File: config.mk
export PLATFORM = sky130hd
export DESIGN_NAME = ntt_job_scheduler
export DESIGN_NICKNAME = d
export VERILOG_FILES = /design/src/rtl/ntt_job_scheduler_pkg.sv /design/src/rtl/ntt_job_scheduler_rr_arbiter.sv /design/src/rtl/ntt_job_scheduler.sv
export SDC_FILE = /design/constraint.sdc
export NUM_CORES = 1
export LEC_CHECK = 0
export BUFFER_PORTS_ARGS = -buffer_cell sky130_fd_sc_hd__buf_2
export CAP_MARGIN = 20
export CORE_UTILIZATION = 40
export CTS_CLUSTER_DIAMETER = 120
export CTS_CLUSTER_SIZE = 8
export DETAILED_ROUTE_END_ITERATION = 8
export PLACE_DENSITY_LB_ADDON = 0.05
export SYNTH_ARGS = -nofsm -noshare
export SYNTH_HDL_FRONTEND = slang
export SYNTH_SLANG_ARGS = --single-unit
File: constraint.sdc
create_clock -name clk -period 1.9 [get_ports clk]
set_clock_uncertainty 0.1 [all_clocks]
set_input_delay 0.095 -clock clk [delete_from_list [all_inputs] [get_ports clk]]
set_output_delay 0.095 -clock clk [all_outputs]
set_load 0.01 [all_outputs]
File: src/rtl/ntt_job_scheduler_pkg.sv
// Shared types and helpers for the NTT job scheduler.
// Holds the FSM encoding and the clog2 helper.
package ntt_job_scheduler_pkg;

  typedef enum logic [2:0] {
    S_IDLE,
    S_CLEAR,
    S_START,
    S_RUN,
    S_RELEASE
  } ntt_state_e;

  function automatic int clog2(input int n);
    int r;
    for (r = 0; (1 << r) < n; r++) begin
    end
    return r;
  endfunction

endpackage

File: src/rtl/ntt_job_scheduler_rr_arbiter.sv
// Round-robin pick: first requester at or after ptr,
// wrapping to index 0.
module rr_arbiter
  import ntt_job_scheduler_pkg::*;
#(
  parameter int NREQ = 4
) (
  input  logic [NREQ-1:0]        req,
  input  logic [clog2(NREQ)-1:0] ptr,
  output logic [NREQ-1:0]        win
);

  logic found;

  always_comb begin
    win   = '0;
    found = 1'b0;
    for (int k = 0; k < NREQ; k++) begin
      if (!found && req[k] && k >= int'(ptr)) begin
        win[k] = 1'b1;
        found  = 1'b1;
      end
    end
    for (int k = 0; k < NREQ; k++) begin
      if (!found && req[k] && k < int'(ptr)) begin
        win[k] = 1'b1;
        found  = 1'b1;
      end
    end
  end

endmodule

File: src/rtl/ntt_job_scheduler.sv
// Arbitrates NTT wrapper jobs among requesters and
// sequences clear / start / run / release.
module ntt_job_scheduler
  import ntt_job_scheduler_pkg::*;
#(
  parameter int NREQ       = 4,
  parameter int LOGN       = 10,
  parameter int CLR_CYCLES = 2,
  parameter int TIMEOUT    = 2 ** (LOGN + 4)
) (
  input  logic                   clk,
  input  logic                   rst,
  input  logic [NREQ-1:0]        req,
  input  logic [NREQ-1:0]        req_intt,
  input  logic [NREQ-1:0]        req_gs,
  output logic [NREQ-1:0]        grant,
  output logic [NREQ-1:0]        done,
  output logic [NREQ-1:0]        err,
  output logic                   ntt_rst,
  output logic                   ntt_start,
  output logic                   ntt_intt,
  output logic                   ntt_btf_gs,
  input  logic                   ntt_finish,
  output logic                   busy,
  output logic [clog2(NREQ)-1:0] active_id
);

  localparam int IW   = clog2(NREQ);
  localparam int CMAX =
    (TIMEOUT > CLR_CYCLES) ? TIMEOUT : CLR_CYCLES;
  localparam int CW   = clog2(CMAX + 1);

  ntt_state_e      state;
  logic [CW-1:0]   cnt;
  logic [IW-1:0]   ptr;
  logic [IW-1:0]   win_id;
  logic [IW-1:0]   nxt_ptr;
  logic [NREQ-1:0] win;
  logic            rel_ph;

  rr_arbiter #(.NREQ(NREQ)) u_arb (
    .req (req),
    .ptr (ptr),
    .win (win)
  );

  always_comb begin
    win_id = '0;
    for (int i = 0; i < NREQ; i++) begin
      if (win[i]) win_id = IW'(i);
    end
  end

  assign nxt_ptr = (win_id == IW'(NREQ - 1)) ?
                   '0 : win_id + 1'b1;

  always_ff @(posedge clk) begin
    if (rst) begin
      state      <= S_IDLE;
      grant      <= '0;
      done       <= '0;
      err        <= '0;
      ntt_rst    <= 1'b1;
      ntt_start  <= 1'b0;
      ntt_intt   <= 1'b0;
      ntt_btf_gs <= 1'b0;
      busy       <= 1'b0;
      active_id  <= '0;
      cnt        <= '0;
      ptr        <= '0;
      rel_ph     <= 1'b0;
    end else begin
      done <= '0;
      err  <= '0;
      unique case (state)
        S_IDLE: begin
          ntt_rst <= 1'b0;
          if (|req) begin
            grant      <= win;
            active_id  <= win_id;
            ntt_intt   <= |(req_intt & win);
            ntt_btf_gs <= |(req_gs & win);
            ptr        <= nxt_ptr;
            ntt_rst    <= 1'b1;
            busy       <= 1'b1;
            cnt        <= '0;
            state      <= S_CLEAR;
          end
        end
        S_CLEAR: begin
          if (cnt == CW'(CLR_CYCLES - 1)) begin
            ntt_rst   <= 1'b0;
            ntt_start <= 1'b1;
            cnt       <= '0;
            state     <= S_START;
          end else begin
            cnt <= cnt + 1'b1;
          end
        end
        S_START: begin
          ntt_start <= 1'b0;
          cnt       <= '0;
          state     <= S_RUN;
        end
        S_RUN: begin
          // finish beats a same-cycle timeout
          if (ntt_finish) begin
            done   <= grant;
            rel_ph <= 1'b0;
            state  <= S_RELEASE;
          end else if (cnt == CW'(TIMEOUT - 1)) begin
            err    <= grant;
            rel_ph <= 1'b0;
            state  <= S_RELEASE;
          end else begin
            cnt <= cnt + 1'b1;
          end
        end
        S_RELEASE: begin
          if (!rel_ph) begin
            rel_ph  <= 1'b1;
            ntt_rst <= 1'b1;
            grant   <= '0;
          end else begin
            rel_ph  <= 1'b0;
            ntt_rst <= 1'b0;
            busy    <= 1'b0;
            state   <= S_IDLE;
          end
        end
        default: state <= S_IDLE;
      endcase
    end
  end

endmodule

==> impl_metrics.ini, run 1 <==
[route]
detail_route.wirelength_mm = 4.556
antenna_left = 0
vias = 1781
routedWlPerCell_um = 13.68
drcViolationCount = 0
viasPerCell = 5.348
dr.first_iter.drc_count = 138
dr.pass1.iters = 5

[floorplan]
rows = 24
die_y_um = 71.65
start_util_pct = 43.08
io_pins = 34
dieArea_um2 = 5134
die_x_um = 71.65
coreArea_um2 = 4504

[synth]
synth_xor_area_share_pct = 6.319
syn_area_per_cell_um2 = 8.437
yosys_warnings = 0
ys_top_cells_by_count = 40 x dfxtp_1, 27 x nor2_1, 18 x a21oi_1
synth_cell_types = 46
synthTopCellsByArea = dfxtp_1 41%, xnor2_1 6.3%, nor2_1 5.2%
syn_inst = 230
synth_nets = 247
synth-async-reset-ratio_pct = 0
seq_area_frac_synth_pct = 41.26
synth_compound_area_share_pct = 18.76
synthMuxAreaShare_pct = 0
synth.largest_area_cell = dfxtp_1
synth_top_family_by_area = simple AND/OR/NAND/NOR gates
synth_most_common_cell = dfxtp_1
ys.flop_type = dfxtp_1
synth_top_area_share_pct = 41.26
synthSimpleGateAreaFrac_pct = 26.82
synthAdderAreaFrac_pct = 1.289
synth_seq_cells = 40
synth_edf_count = 0
netlist_area_um2 = 1941

[critical_path]
crit_path_start = cnt[6]
critPathSlowestCell = a2111oi_0
crit_arrival_ps = 1900
max_stage_delay_ps = 510
cp_top_family = compound AO/OA/AOI/OAI gates
critical_path_depth = 5
rr_endpoint = cnt[13]
reg2reg_from = cnt[6]
worst-setup-path-type = flop to flop
worstSetupStartpointType = flop
r2r_setup_slack_ps = 90
crit_path_end = cnt[13]
crit_required_ps = 1990
r2r_cells = 5
endpoint_kind = flop
path_max_fanout = 4
path_buf_inv = 0
path_cells = and4_1 -> o2111ai_1 -> a2111oi_0 -> xnor2_1 -> nor2_1

[timing]
final-hold-violation-count = 0
worst_pin_slew_ps = 478.8
slew_headroom_pct = 67.25
max_freq_mhz = 553.0
finalSetupViolCount = 0
layout_min_cycle_time_ps = 1808
post-route-period-util_pct = 95.18
drv_slew = 0
setup-tns-final_ps = 0

[placed_design]
placed_area_um2 = 2276
numPortBuffers = 33
gp_congestion = 0.8417
hpwlAfterDp_mm = 3.227
place_inst = 322

[power]
p_int_mw = 1.407
power.switching_mw = 0.5111
power_per_cell_area_nw_per_um2 = 779.6
pwr-share-comb_pct = 15.6
p_seq_share_pct = 47.3
total_power_mw = 1.918
switching_share_pct = 26.65
power_leakage_nw = 0.9662
vdd_drop_max_mv = 0.4924
clockPowerShare_pct = 37.1

[cells_and_area]
fin_nets = 297
fillers = 441
instances_no_fill = 333
postLayoutCellArea_um2 = 2460
drive_above_1_share_pct = 27.76
area_delta_synth_final_pct = 26.76
diodes = 0
fin_util_pct = 54.61

[clock_network]
cts.clk_slew.worst_paths_ps = 80
cts_sinks = 40
cts_tree = built
clock_path_buffers = 2
cts_made_buffers = 5
root_buffer = clkbuf_8
htreeDepth = 2
clk_latency_ps = 300

[hold_path]
hp-class = input pin to flop
holdPathStages = 2

[run_status]
run_status = complete, no violations

[global_routing]
antenna_found_initial = 0
grtUsageTotal_pct = 19.08
grt_max_degree = 21
grt_pass1_wl_mm = 7.707
overflow = 0
grt_pass1_vias = 1605

[flow_run]
drv_cap = 0
==> cells by family after synthesis <==
family	count (synthesis)
buffers and inverters	21
AOI/OAI and AO/OA	54
xor gates and xnor gates	14
and+or+nand+nor	99
DFF	40
adders and majority gates	2
==> layout make-up <==
type	instances	area (um2)	area share, %
clock inverters	3	46.29	1.882
repair buffers	59	377.9	15.36
multi-input cells	169	1077	43.79
well taps	52	65.06	2.645
clock buffers	5	68.82	2.798
flip-flops and latches	40	805.8	32.76
inverters	5	18.77	0.7630
==> worst min-delay path by stage <==
stage | from | endpoint
4_1_cts | rst | busy
3_5_place_dp | req_gs[0] | ntt_btf_gs
5_1_grt | rst | grant[3]
6_report | rst | busy
2_1_floorplan | req_gs[0] | ntt_btf_gs
3_3_place_gp | req_gs[0] | ntt_btf_gs
==> metal layers <==
layer	share of wire [%]	vias up	global-route usage (%)	wire length, um
met4	1.0	0	5.882	46
met3	3.5	4	4.079	160
met5	0	-	0	0
li1	-	932	-	-
met2	42	33	27.25	1925
met1	53	812	28.47	2423
==> cells in the final DEF (no fill, tap or decap), types with 3 or more instances in the layout <==
master     Yosys  layout
clkbuf_8       0       5
buf_4          0      23
dfxtp_1       40      36
o21ai_0        7       7
nand4_1        4       4
and2_1         8       8
nand3_1       14      14
buf_2          5      33
a211oi_1       8       7
dfxtp_2        0       4
nor3_1         9       9
nor2_1        27      27
nand2_1       13      13
and4_1         3       3
a2111oi_1      0       3
a21oi_1       18      18
xnor2_1       14      14
inv_1          5       5
==> metrics by stage <==
step / hold WS, ps / setup WS [ps]
final: 99.14 / 91.52
after global routing: 112.4 / -12.82
after CTS: 98.22 / 0.08993
after detailed placement: 305.9 / -80.52
after global placement: 305.3 / -138.4
after floorplan: 181.0 / 22.61
==> repair_timing <==
action | CTS | global route
hold buffers | 2 | 0
hold endpoints to repair | 2 | 0
pin swaps | 0 | 2
buffers inserted | 0 | 1
resized for setup | 2 | 10
setup endpoints to repair | 16 | 20
==> sequential cells by signal (all words and copies together), names as in the netlist <==
| name | count |
|---|---|
| busy | 1 |
| cnt | 15 |
| ntt_rst | 1 |
| ntt_start | 1 |
| active_id | 2 |
| rel_ph | 1 |
| ptr | 2 |
| state | 3 |
| ntt_intt | 1 |
| done | 4 |
| grant | 4 |
| ntt_btf_gs | 1 |
| err | 4 |
==> power groups by stage <==
stage                     Sequential (mW)  Clock [mW]  Combinational, mW
after floorplan                     0.929           0              0.180
after global placement              0.926           0              0.287
after detailed placement            0.927           0              0.286
after CTS                           0.907       0.731              0.292
after global routing                0.914       0.778              0.335
final                               0.908       0.711              0.299
Power figures use the tool's default switching activity.
==> run 2: changes to the inputs <==
--- a/config.mk
+++ b/config.mk
@@ -7,11 +7,11 @@
 export LEC_CHECK = 0
 export BUFFER_PORTS_ARGS = -buffer_cell sky130_fd_sc_hd__buf_2
 export CAP_MARGIN = 20
-export CORE_UTILIZATION = 40
+export CORE_UTILIZATION = 50
 export CTS_CLUSTER_DIAMETER = 120
 export CTS_CLUSTER_SIZE = 8
 export DETAILED_ROUTE_END_ITERATION = 8
-export PLACE_DENSITY_LB_ADDON = 0.05
+export PLACE_DENSITY = 0.72
 export SYNTH_ARGS = -nofsm -noshare
 export SYNTH_HDL_FRONTEND = slang
 export SYNTH_SLANG_ARGS = --single-unit
==> impl_metrics.ini, run 2 (synthesis results as in run 1) <==
[clock_network]
root_buffer = clkbuf_8
clk_latency_ps = 300
cts.clk_slew.worst_paths_ps = 90
cts_sinks = 40
clock_path_buffers = 2
cts_tree = built
htreeDepth = 2
cts_made_buffers = 5

[hold_path]
hp-class = input pin to flop

[timing]
layout_min_cycle_time_ps = 1794
holdWs_ps = 106.4
slew_headroom_pct = 68.37
max_freq_mhz = 557.4
drv_slew = 0
final-hold-violation-count = 0
rsz0062_at_grt = yes
post-route-period-util_pct = 94.42
worst_pin_slew_ps = 473.2
setup-tns-final_ps = 0
finalSetupViolCount = 0

[power]
clockPowerShare_pct = 37.2
pwr-share-comb_pct = 15.6
switching_share_pct = 26.80
vdd_drop_max_mv = 0.6311
power_per_cell_area_nw_per_um2 = 774.3
p_seq_share_pct = 47.2
p_int_mw = 1.409
power_leakage_nw = 0.9877
power.switching_mw = 0.5159

[cells_and_area]
final_cell_mix = 36 x dfxtp_1, 33 x buf_2, 27 x nor2_1, 27 x buf_4, 18 x a21oi_1
drive_above_1_share_pct = 28.77
area_delta_synth_final_pct = 28.11
fin_nets = 301
fillers = 322
largest-register = cnt
largest_reg_flops = 15
multi_input_area_um2 = 1079
final_common_cell = dfxtp_1
postLayoutCellArea_um2 = 2486
register_area_um2 = 805.8
diodes = 0
fin_util_pct = 67.40

[floorplan]
die_x_um = 64.30
io_pins = 34
start_util_pct = 52.61
coreArea_um2 = 3689
rows = 22
dieArea_um2 = 4134
die_y_um = 64.30

[route]
drcViolationCount = 0
routedWlPerCell_um = 13.35
detail_route.wirelength_mm = 4.446
vias = 1862
viasPerCell = 5.592
dr.pass1.iters = 5
dr.first_iter.drc_count = 77
antenna_left = 0

[global_routing]
antenna_found_initial = 0
overflow = 0
grt_pass1_vias = 1627
grt_pass1_wl_mm = 7.479
grtUsageTotal_pct = 23.19
grt_max_degree = 21

[critical_path]
crit_arrival_ps = 1890
worstSetupStartpointType = flop
endpoint_kind = flop
crit_required_ps = 1990
worst-setup-path-type = flop to flop
path_max_fanout = 4

[placed_design]
placed_area_um2 = 2301
gp_congestion = 0.8536
numPortBuffers = 33
hpwlAfterDp_mm = 3.191

[flow_run]
drv_cap = 0

[run_status]
run_status = complete, no violations
-- run 2: layer usage --
layer  vias up  wire length, um  GRT usage, %
met5         -                0             0
met4         0               57         7.500
met3         6              183         5.000
met2        51             1987         33.29
met1       861             2218         34.07
li1        944                -             -
-- run 2: final timing paths --
kind / start / to / slack, ps / cells past startpoint
worst min register to register: ntt_start / ntt_start / 400 / 2
worst min-delay path: req_intt[3] / ntt_intt / 110 / 3
worst max-delay path: cnt[1] / cnt[14] / 110 / 6
worst max register to register: cnt[1] / cnt[14] / 110 / 6
-- run 2: critical path, cell delays in order (launching register included) --
cell and delay [ps]:
dfxtp_1 370, ha_1 180, nand2_1 100, or4_1 560
a211oi_2 190, xnor2_1 150, nor2_1 50
-- run 2: what timing repair did --
item / CTS / global route
endpoints found under the setup margin: 16 / 19
setup buffers: 0 / 1
resized for setup: 1 / 12
hold buffers: 2 / 0
pin swaps: 0 / 2
endpoints found under the hold margin: 2 / 0
-- run 2: layout make-up --
class / instances / area share [%]
Clock inverter: 3 / 1.862
Inverter: 5 / 0.7549
Multi-Input combinational cell: 169 / 43.38
Timing Repair Buffer: 63 / 16.41
Tap cell: 48 / 2.416
Clock buffer: 5 / 2.768
Sequential cell: 40 / 32.41
-- run 2: through the flow --
step / setup WS (ps) / instances / power (mW)
after global placement: -161.1 / 322 / 1.209
after detailed placement: -164.6 / 322 / 1.213
after floorplan: 22.61 / 230 / 1.110
final: 106.1 / 333 / 1.925
after global routing: -25.28 / 333 / 2.013
after CTS: 2.756 / 332 / 1.923
-- run 2: power by group through the flow --
stage / clock, mW / sequential, mW / combinational, mW
after floorplan: 0 / 0.929 / 0.180
after global placement: 0 / 0.926 / 0.282
after detailed placement: 0 / 0.928 / 0.285
after CTS: 0.724 / 0.909 / 0.291
after global routing: 0.762 / 0.915 / 0.337
final: 0.716 / 0.909 / 0.300
==> run 3: changes to the inputs <==
--- a/config.mk
+++ b/config.mk
@@ -5,6 +5,7 @@
 export SDC_FILE = /design/constraint.sdc
 export NUM_CORES = 1
 export LEC_CHECK = 0
+export ABC_AREA = 1
 export BUFFER_PORTS_ARGS = -buffer_cell sky130_fd_sc_hd__buf_2
 export CAP_MARGIN = 20
 export CORE_UTILIZATION = 50
==> impl_metrics.ini, run 3 <==
[critical_path]
worstSetupStartpointType = flop
endpoint_kind = flop
crit_path_start = cnt[0]
reg2reg_from = cnt[0]
cp_top_family = simple AND/OR/NAND/NOR gates
r2r_cells = 12
r2r_setup_slack_ps = 90
critPathSlowestCell = dfxtp_2
worst-setup-path-type = flop to flop
path_buf_inv = 2
crit_path_end = cnt[0]
critical_path_depth = 12
max_stage_delay_ps = 360
path_cells = ha_4 -> nand2_2 -> inv_2 -> nand2_1 -> nor2_2 -> nand3_2 -> nand2_2 -> nand2_4 -> nand2_4 -> clkbuf_16 -> nand2_2 -> a21oi_2
path_max_fanout = 5
rr_endpoint = cnt[0]
crit_required_ps = 2020
crit_arrival_ps = 1930
critPathMostFrequentCell = nand2_2

[power]
power_per_cell_area_nw_per_um2 = 746.6
power_leakage_nw = 1.168
p_int_mw = 1.412
p_seq_share_pct = 46.0
vdd_drop_max_mv = 0.4124
clockPowerShare_pct = 35.8
total_power_mw = 1.981
pwr-share-comb_pct = 18.2
power.switching_mw = 0.5696
switching_share_pct = 28.75

[synth]
yosys_warnings = 0
synth_nets = 336
synthSimpleGateAreaFrac_pct = 39.71
synth_top_area_share_pct = 37.21
synth.largest_area_cell = dfxtp_1
synthMuxAreaShare_pct = 0
ys.flop_type = dfxtp_1
synth_top_family_by_area = simple AND/OR/NAND/NOR gates
synth_seq_cells = 40
netlist_area_um2 = 2152
ys_top_cells_by_count = 90 x nand2_1, 40 x dfxtp_1, 39 x nor2_1
synth_cell_types = 29
synth_edf_count = 0
syn_area_per_cell_um2 = 6.746
synth-async-reset-ratio_pct = 0
synth_compound_area_share_pct = 11.40
seq_area_frac_synth_pct = 37.21
synthTopCellsByArea = dfxtp_1 37%, nand2_1 16%, nor2_1 6.8%
syn_inst = 319
synth_most_common_cell = nand2_1
synthAdderAreaFrac_pct = 1.163
synth_xor_area_share_pct = 1.628

[cells_and_area]
largest-register = cnt
final_cell_mix = 90 x nand2_1, 39 x nor2_1, 38 x dfxtp_1
area_delta_synth_final_pct = 23.31
final_common_cell = nand2_1
drive_above_1_share_pct = 22.99
fillers = 358
register_area_um2 = 803.3
largest_reg_flops = 15
diodes = 0
fin_nets = 390
multi_input_area_um2 = 1172
postLayoutCellArea_um2 = 2654

[clock_network]
root_buffer = clkbuf_8
cts_made_buffers = 5
clk_latency_ps = 290
cts_tree = built
htreeDepth = 2
clock_path_buffers = 2
cts_sinks = 40
cts.clk_slew.worst_paths_ps = 80

[route]
antenna_left = 0
viasPerCell = 5.153
drcViolationCount = 0
vias = 2185
detail_route.wirelength_mm = 5.172
dr.first_iter.drc_count = 114
dr.pass1.iters = 5
routedWlPerCell_um = 12.20

[placed_design]
gp_congestion = 0.8977
hpwlAfterDp_mm = 3.588
numPortBuffers = 33
placed_area_um2 = 2411

[hold_path]
hp-class = input pin to flop

[global_routing]
grt_pass1_wl_mm = 8.266
grtUsageTotal_pct = 24.06
antenna_found_initial = 0
overflow = 0
grt_pass1_vias = 1881
grt_max_degree = 23

[flow_run]
drv_cap = 0

[timing]
max_freq_mhz = 553.1
worst_pin_slew_ps = 372.1
drv_slew = 0
slew_headroom_pct = 75.06
final-hold-violation-count = 0
post-route-period-util_pct = 95.16
finalSetupViolCount = 0
layout_min_cycle_time_ps = 1808

[floorplan]
die_x_um = 67.61
coreArea_um2 = 4058
dieArea_um2 = 4570
io_pins = 34
rows = 23
die_y_um = 67.61
start_util_pct = 53.04

[run_status]
run_status = complete, no violations
==> run 3: worst min path at each step <==
stage | depth (start not counted) | start | end
4_1_cts | 3 | req[0] | grant[0]
2_1_floorplan | 1 | rst | state[1]
3_5_place_dp | 3 | req_gs[2] | ntt_btf_gs
3_3_place_gp | 3 | req_gs[2] | ntt_btf_gs
5_1_grt | 3 | req[0] | grant[0]
6_report | 3 | req[0] | grant[0]
==> run 3: metal layers <==
| metal | global-route usage (%) | vias to the layer above | wire length, um |
|---|---|---|---|
| li1 | - | 1131 | - |
| met1 | 30.13 | 969 | 2315 |
| met2 | 40.47 | 79 | 2470 |
| met3 | 5.574 | 6 | 327 |
| met4 | 7.181 | 0 | 59 |
| met5 | 0 | - | 0 |
==> run 3: logic make-up after synthesis <==
family	Yosys count
fa+ha+maj	2
buf+inv	46
compound gates	40
xor+xnor	4
simple gates	187
flops	40
==> run 3: timing repair <==
action                                 in CTS  in global routing
setup buffers                               0                  6
hold buffers                                4                  0
gates resized for setup                     0                  6
setup endpoints to repair                   0                 15
endpoints found under the hold margin       2                  0
==> run 3: final cells by class <==
type / instances / share of cell area [%]
well taps: 50 / 2.357
repair buffers: 51 / 12.82
clock buffers: 5 / 2.593
inverters: 42 / 6.035
multi-input cells: 233 / 44.18
clock inverters: 3 / 1.744
flip-flops and latches: 40 / 30.27
==> run 3: power groups by stage <==
| stage | clock network (mW) | registers (mW) | logic, mW |
|---|---|---|---|
| after floorplan | 0 | 0.941 | 0.212 |
| after global placement | 0 | 0.928 | 0.335 |
| after detailed placement | 0 | 0.928 | 0.339 |
| after CTS | 0.725 | 0.908 | 0.347 |
| after global routing | 0.767 | 0.918 | 0.408 |
| final | 0.709 | 0.911 | 0.361 |
==> run 3: per-stage QoR <==
| stage | setup slack [ps] | util [%] | std cells | hold slack [ps] | TNS, ps |
|---|---|---|---|---|---|
| finish | 92.00 | 65.40 | 424 | 32.25 | 0 |
| global route | -32.09 | 65.40 | 424 | 29.75 | -35.86 |
| CTS | 75.63 | 63.24 | 417 | 36.30 | 0 |
| detailed placement | 110.1 | 59.42 | 405 | 255.0 | 0 |
| global placement | 155.2 | 59.42 | 405 | 253.2 | 0 |
| floorplan | 92.32 | - | 319 | 64.41 | 0 |
==> run 3: worst register-to-register path, stage by stage (launching register included) <==
cell and delay (ps):
dfxtp_2 360, ha_4 140, nand2_2 60, inv_2 70, nand2_1 70, nor2_2 130
nand3_2 120, nand2_2 130, nand2_4 80, nand2_4 130, clkbuf_16 160, nand2_2 50
a21oi_2 130
